File: config.mk
export PLATFORM = sky130hd
export DESIGN_NAME = vec2_sum_collector_flat
export DESIGN_NICKNAME = d
export VERILOG_FILES = /design/src/rtl/vec2_sum_collector_if.sv /design/src/rtl/vec2_sum_collector.sv /design/src/flat_wrapper.sv
export SDC_FILE = /design/constraint.sdc
export NUM_CORES = 1
export LEC_CHECK = 0
export ABC_AREA = 1
export CELL_PAD_IN_SITES_DETAIL_PLACEMENT = 2
export CELL_PAD_IN_SITES_GLOBAL_PLACEMENT = 2
export CORE_MARGIN = 3
export CORE_UTILIZATION = 33
export CTS_CLUSTER_SIZE = 25
export DETAILED_ROUTE_END_ITERATION = 8
export HOLD_SLACK_MARGIN = 0.03
export PLACE_DENSITY_LB_ADDON = 0.1
export SLEW_MARGIN = 30
export SYNTH_ARGS = -nofsm -noshare
export SYNTH_HDL_FRONTEND = slang
export SYNTH_SLANG_ARGS = --single-unit
export TNS_END_PERCENT = 10
File: constraint.sdc
create_clock -name clk -period 1.7 [get_ports clk]
set_input_delay 0.34 -clock clk [delete_from_list [all_inputs] [get_ports clk]]
set_output_delay 0.34 -clock clk [all_outputs]
set_load 0.01 [all_outputs]
File: src/rtl/vec2_sum_collector_if.sv
`default_nettype none
// ============================================================================
// Module   : vec2_sum_collector_if
// Brief    : Issue/capture and result handshake bundle for vec2_sum_collector.
//            The master side is the issuer plus result consumer.
//            The slave side is the collector.
// Revision : 1.0  initial release
// ============================================================================
interface vec2_sum_collector_if #(
  parameter int LANE_W = 8
);
  logic                  issue_en;
  logic [2*LANE_W-1:0]   sum_vec;
  logic                  issue_ready;
  logic                  out_valid;
  logic                  out_ready;
  logic [2*LANE_W-1:0]   out_vec;
  logic                  overflow;
  logic                  clr_overflow;

  modport master (
    output issue_en,
    output sum_vec,
    output out_ready,
    output clr_overflow,
    input  issue_ready,
    input  out_valid,
    input  out_vec,
    input  overflow
  );

  modport slave (
    input  issue_en,
    input  sum_vec,
    input  out_ready,
    input  clr_overflow,
    output issue_ready,
    output out_valid,
    output out_vec,
    output overflow
  );
endinterface
`default_nettype wire

File: src/rtl/vec2_sum_collector.sv
`default_nettype none
// ============================================================================
// Module   : vec2_sum_collector
// Brief    : Captures the vec2 add stage result one cycle after each issued
//            beat. Each lane accumulates ACC_LEN beats with saturation, and
//            each finished group is pushed into a DEPTH-entry valid/ready
//            FIFO. Issue credit is returned so that a well-behaved issuer
//            never overruns the FIFO.
// Revision : 1.0  initial release
// ============================================================================
module vec2_sum_collector #(
  parameter int LANE_W  = 8,
  parameter int ACC_LEN = 4,
  parameter int DEPTH   = 4
) (
  input  wire logic          clk,
  input  wire logic          rst_n,
  vec2_sum_collector_if.slave bus
);

  localparam int c_VW = 2 * LANE_W;
  localparam int c_AW = $clog2(DEPTH);
  // A 1-bit counter is kept even for ACC_LEN=1; it then simply stays at 0.
  localparam int c_CW = (ACC_LEN > 1) ? $clog2(ACC_LEN) : 1;

  localparam logic [c_CW-1:0] c_LAST   = c_CW'(ACC_LEN - 1);
  localparam logic [c_AW:0]   c_FULL   = (c_AW + 1)'(DEPTH);
  // Leave one free slot for the group that may already be in flight.
  localparam logic [c_AW:0]   c_CREDIT = (c_AW + 1)'(DEPTH - 2);

  logic                     r_cap_pending;
  logic [c_CW-1:0]          r_beat_cnt;
  logic [1:0][LANE_W-1:0]   r_acc;
  logic [1:0][LANE_W-1:0]   w_nxt;

  logic [c_VW-1:0]          r_mem [DEPTH];
  logic [c_AW-1:0]          r_wr_ptr;
  logic [c_AW-1:0]          r_rd_ptr;
  logic [c_AW:0]            r_count;
  logic                     r_overflow;

  logic                     w_capture;
  logic                     w_group_done;
  logic                     w_full;
  logic                     w_pop;
  logic                     w_push;
  logic                     w_drop;

  // Per-lane unsigned add with saturation at the all-ones value.
  for (genvar l = 0; l < 2; l++) begin : g_lane
    logic [LANE_W:0] w_sum;
    assign w_sum    = {1'b0, r_acc[l]} + {1'b0, bus.sum_vec[l*LANE_W +: LANE_W]};
    assign w_nxt[l] = w_sum[LANE_W] ? {LANE_W{1'b1}} : w_sum[LANE_W-1:0];
  end

  assign w_capture    = r_cap_pending;
  assign w_group_done = w_capture && (r_beat_cnt == c_LAST);
  assign w_full       = (r_count == c_FULL);
  assign w_pop        = (r_count != '0) && bus.out_ready;
  // A pop frees the head slot on the same edge, so a full FIFO can still
  // accept a push when it is also being drained.
  assign w_push       = w_group_done && (!w_full || w_pop);
  assign w_drop       = w_group_done && w_full && !w_pop;

  // The add stage result is valid the cycle after issue_en was sampled.
  always_ff @(posedge clk or negedge rst_n) begin
    if (!rst_n) begin
      r_cap_pending <= 1'b0;
    end else begin
      r_cap_pending <= bus.issue_en;
    end
  end

  // Beat counter and lane accumulators; both restart after every group,
  // whether the group was stored or dropped.
  always_ff @(posedge clk or negedge rst_n) begin
    if (!rst_n) begin
      r_beat_cnt <= '0;
      r_acc      <= '0;
    end else if (w_capture) begin
      if (w_group_done) begin
        r_beat_cnt <= '0;
        r_acc      <= '0;
      end else begin
        r_beat_cnt <= r_beat_cnt + 1'b1;
        r_acc      <= w_nxt;
      end
    end
  end

  // FIFO storage; contents past the read pointer are never observed, so no reset.
  always_ff @(posedge clk) begin
    if (w_push) begin
      r_mem[r_wr_ptr] <= w_nxt;
    end
  end

  // FIFO pointers and occupancy; the pointers wrap naturally at DEPTH.
  always_ff @(posedge clk or negedge rst_n) begin
    if (!rst_n) begin
      r_wr_ptr <= '0;
      r_rd_ptr <= '0;
      r_count  <= '0;
    end else begin
      if (w_push) begin
        r_wr_ptr <= r_wr_ptr + 1'b1;
      end
      if (w_pop) begin
        r_rd_ptr <= r_rd_ptr + 1'b1;
      end
      case ({w_push, w_pop})
        2'b10:   r_count <= r_count + 1'b1;
        2'b01:   r_count <= r_count - 1'b1;
        default: r_count <= r_count;
      endcase
    end
  end

  // Sticky drop flag; a new drop in the same cycle as a clear keeps it set.
  always_ff @(posedge clk or negedge rst_n) begin
    if (!rst_n) begin
      r_overflow <= 1'b0;
    end else if (w_drop) begin
      r_overflow <= 1'b1;
    end else if (bus.clr_overflow) begin
      r_overflow <= 1'b0;
    end
  end

  // All outputs come from registered state only, so out_ready cannot reach them.
  assign bus.out_valid   = (r_count != '0);
  assign bus.out_vec     = (r_count != '0) ? r_mem[r_rd_ptr] : '0;
  assign bus.issue_ready = (r_count <= c_CREDIT);
  assign bus.overflow    = r_overflow;

endmodule
`default_nettype wire

File: src/flat_wrapper.sv
// flat-port wrapper written by rule: the top's interface ports become plain ports
module vec2_sum_collector_flat 
#(
  parameter int LANE_W  = 8,
  parameter int ACC_LEN = 4,
  parameter int DEPTH   = 4
)
  (clk, rst_n, bus_issue_en, bus_sum_vec, bus_out_ready, bus_clr_overflow, bus_issue_ready, bus_out_valid, bus_out_vec, bus_overflow);
  vec2_sum_collector_if #(.LANE_W(LANE_W)) bus_i ();
  input  wire logic clk;
  input  wire logic rst_n;
  input wire logic [$bits(bus_i.issue_en)-1:0] bus_issue_en;
  input wire logic [$bits(bus_i.sum_vec)-1:0] bus_sum_vec;
  input wire logic [$bits(bus_i.out_ready)-1:0] bus_out_ready;
  input wire logic [$bits(bus_i.clr_overflow)-1:0] bus_clr_overflow;
  output wire logic [$bits(bus_i.issue_ready)-1:0] bus_issue_ready;
  output wire logic [$bits(bus_i.out_valid)-1:0] bus_out_valid;
  output wire logic [$bits(bus_i.out_vec)-1:0] bus_out_vec;
  output wire logic [$bits(bus_i.overflow)-1:0] bus_overflow;
  assign bus_i.issue_en = bus_issue_en;
  assign bus_i.sum_vec = bus_sum_vec;
  assign bus_i.out_ready = bus_out_ready;
  assign bus_i.clr_overflow = bus_clr_overflow;
  assign bus_issue_ready = bus_i.issue_ready;
  assign bus_out_valid = bus_i.out_valid;
  assign bus_out_vec = bus_i.out_vec;
  assign bus_overflow = bus_i.overflow;
  vec2_sum_collector #(.LANE_W(LANE_W), .ACC_LEN(ACC_LEN), .DEPTH(DEPTH)) u_core (.clk(clk), .rst_n(rst_n), .bus(bus_i));
endmodule
==> flow_metrics.env <==
export IMPL_synth_adder_area_share_pct=7.098
export IMPL_gp_congestion=0.7235
export IMPL_ioPinCount=40
export IMPL_synth_top_family_by_area="simple AND/OR/NAND/NOR gates"
export IMPL_die_x_um=123.4
export IMPL_worst_slack_ps=-296.0
export IMPL_synth_top_area_share_pct=42.26
export IMPL_comb_power_share_pct=57.2
export IMPL_grt_usage_pct=19.58
export IMPL_power_per_cell_area_nw_per_um2=2099
export IMPL_synth_compound_area_share_pct=7.098
export IMPL_period_share_pct=117.4
export IMPL_fillers=1411
export IMPL_cp_max_fo=5
export IMPL_multi_input_area_um2=2111
export IMPL_die_y_um=123.4
export IMPL_port_buffers=39
export IMPL_endpoint_kind="output pin"
export IMPL_p_int_uw=7577
export IMPL_path_buf_inv=3
export IMPL_yosysSeqAreaShare_pct=57.11
export IMPL_critPathRequiredTime_ps=1360
export IMPL_yosys_cell_types_count=29
export IMPL_drc=0
export IMPL_switchingPower_uw=5806
export IMPL_failed_checks="negative setup slack"
export IMPL_netlist_area_um2=4548
export IMPL_grt_pass1_vias=4154
export IMPL_yosys_warnings=0
export IMPL_p_leak_uw=0.002742
export IMPL_whs_ps=402.4
export IMPL_synth_cells=471
export IMPL_drive_gt1_share_pct=31.89
export IMPL_dpl_hpwl_um=9627
export IMPL_crit_path_max_incr_delay_ps=430
export IMPL_initial_utilization_pct=34.07
export IMPL_vias=3714
export IMPL_wl_per_cell_um=20.54
export IMPL_p_sw_share_pct=43.38
export IMPL_tightest_slew_ps=457.6
export IMPL_vias_per_cell=4.932
export IMPL_clk_path_buf_depth=2
export IMPL_rows=42
export IMPL_synth_fp_nets=516
export IMPL_htree_num_levels=3
export IMPL_post_place_ws_ps=-705.5
export IMPL_cts_root_buf="clkbuf_16"
export IMPL_synthSimpleGateAreaFrac_pct=22.23
export IMPL_status="complete, but fails checks"
export IMPL_nNetsFinal=617
export IMPL_antenna_cells=0
export IMPL_setup_violations=97
export IMPL_fin_skew_ps=10.06
export IMPL_drt_first_iter_violations=147
export IMPL_yosys_register_bits=91
export IMPL_synthMuxAreaShare_pct=0
export IMPL_slew_limit_headroom_pct=69.50
export IMPL_rsz0062_at_grt="yes"
export IMPL_ant_nets=0
export IMPL_ys_top_cells_by_area="edfxtp_1, dfrtp_1, nand2_1, nor2_1, ha_1"
export IMPL_timing_worst_setup_path_type="register to output pin"
export IMPL_hold_class="input pin to async pin"
export IMPL_hold_viol=0
export IMPL_cts_tree="yes"
export IMPL_slew_violations=0
export IMPL_core_um2=13350
export IMPL_startpoint_type="register"
export IMPL_regArea_um2=2600
export IMPL_synth_xor_area_share_pct=1.348
export IMPL_postCtsHoldBufs=0
export IMPL_dr_pass1_iters=4
export IMPL_die_area_um2=15230
export IMPL_min_period_ps=1996
export IMPL_avgSynthCellArea_um2=9.656
export IMPL_antenna_found_initial=0
export IMPL_cap_violations=0
export IMPL_clk_latency_ps=350
export IMPL_wl_um=15470
export IMPL_synth_largest_area_cell="edfxtp_1"
export IMPL_ir_drop_uv=720.8
export IMPL_final_core_util_pct=47.77
export IMPL_grt_start_max_net_pins=28
export IMPL_cpLargestDelayFamily="buffers and inverters"
export IMPL_cts_sinks=91
export IMPL_syn_to_final_growth_pct=40.19
export IMPL_grt_pass1_wl_um=22310
export IMPL_max_freq_ghz=0.5010
export IMPL_cp_slowest_cell="dfrtp_2"
export IMPL_grt_ovfl_total=0
export IMPL_cp_cell_sequence="clkinvlp_4 > buf_6 > nor2_2 > o21ai_2 > a21oi_2 > buf_2"
export IMPL_cp_arrival_ps=1660
export IMPL_clk_pin_slew_worst_paths_ps=70
export IMPL_clkPwrFrac_pct=15.6
export IMPL_reg2reg_slack_ps=-250
export IMPL_setup_total_negative_slack_ps=-20120
export IMPL_cts_buffers=9
export IMPL_seqPwrFrac_pct=27.2
## placed cells by master, fill, tap and decap left out, drive strengths merged, types with 21 or more instances in the layout
master	instances
nand2	117
nor2	88
buf	81
edfxtp	64
inv	45
o21ai	35
dfrtp	27
a21oi	24
ha	21
## kinds of logic after synthesis
group | after synthesis
simple gates | 232
flops | 91
compound gates | 60
buf+inv | 57
fa+ha+maj | 24
xor+xnor | 7
## per-layer routing
layer / wire length [µm] / global-route usage, %
met1: 6455 / 24.08
met3: 568 / 3.294
met2: 8193 / 35.27
met4: 251 / 5.536
met5: 0 / 0
## metrics by stage
stage | instance area (µm²) | power, µW | instances
final | 6376 | 13380 | 753
after global routing | 6376 | 14360 | 753
after CTS | 5944 | 12030 | 746
after detailed placement | 5569 | 9760 | 725
after global placement | 5569 | 9425 | 725
after floorplan | 4548 | 6898 | 471
## cell type report
class / instances / share of cell area [%]
Clock buffer: 9 / 3.532
Clock inverter: 7 / 1.177
Inverter: 44 / 2.649
Multi-Input combinational cell: 323 / 33.10
Sequential cell: 91 / 40.78
Tap cell: 176 / 3.454
Timing Repair Buffer: 103 / 15.31
## Yosys cell counts
| cell | instances |
|---|---|
| fa_1 | 3 |
| buf_6 | 1 |
| buf_2 | 6 |
| o21ai_4 | 1 |
| a21oi_1 | 24 |
| nor2_8 | 2 |
| nor2_1 | 82 |
| o32ai_1 | 1 |
| nand2_4 | 1 |
| nor2_2 | 3 |
| inv_2 | 3 |
| or2_2 | 2 |
| o21ai_0 | 32 |
| nand3_1 | 15 |
| nand3b_1 | 3 |
| o21ai_2 | 2 |
| clkbuf_1 | 5 |
| nor2_4 | 1 |
| nand4_1 | 1 |
| dfrtp_1 | 27 |
| nand3_2 | 4 |
| ha_1 | 21 |
| buf_4 | 1 |
| nand2_1 | 109 |
| nand2_2 | 7 |
| or2_1 | 2 |
| edfxtp_1 | 64 |
| xor2_1 | 7 |
| inv_1 | 41 |
## registers in the layout, indices dropped and copies added, names as in the netlist
signal and flops:
u_core.r_beat_cnt 2, u_core.r_wr_ptr 2, u_core.r_count 3, u_core.r_rd_ptr 2, u_core.r_cap_pending 1, u_core.r_acc 16
u_core.r_mem 64, u_core.bus.overflow 1
## worst register-to-register path: stages (launching register included)
cell	delay [ps]
dfrtp_1	430
ha_4	190
fa_2	370
nand2_2	100
nand2_4	70
nand2_4	100
nor2_4	50
nor2_8	140
buf_12	140
nand3_4	110
## path summary, 6_finish.rpt
check | startpoint | to | cells past startpoint
worst max-delay path | u_core.r_rd_ptr[1]$_DFFE_PN0N_ | bus_out_vec[15] | 6
worst min-delay path | rst_n | u_core.r_wr_ptr[0]$_DFFE_PN0P_ | 2
worst max register to register | u_core.r_acc[0]$_DFFE_PN0P_ | u_core.r_mem[0][7]$_DFFE_PP_ | 9
worst min register to register | u_core.r_beat_cnt[1]$_DFFE_PN0P_ | u_core.r_beat_cnt[1]$_DFFE_PN0P_ | 2
max in group asynchronous | rst_n | u_core.r_rd_ptr[1]$_DFFE_PN0N_ | 2
min in group clk | bus_issue_en | u_core.r_cap_pending$_DFF_PN0_ | 1
## power by group through the flow
stage,logic (µW),registers (µW),clock network (µW)
5_1_grt,8460,3680,2210
3_3_place_gp,5840,3590,0
3_5_place_dp,6140,3620,0
2_1_floorplan,3390,3510,0
6_report,7650,3640,2090
4_1_cts,6310,3600,2110
## repair_timing
action / in CTS / in global routing
pin swaps: 27 / 29
endpoints found under the hold margin: 0 / 0
setup buffers: 5 / 8
resized for setup: 121 / 91
setup endpoints to repair: 163 / 165
Note: power is estimated with default switching activity, not from simulation.
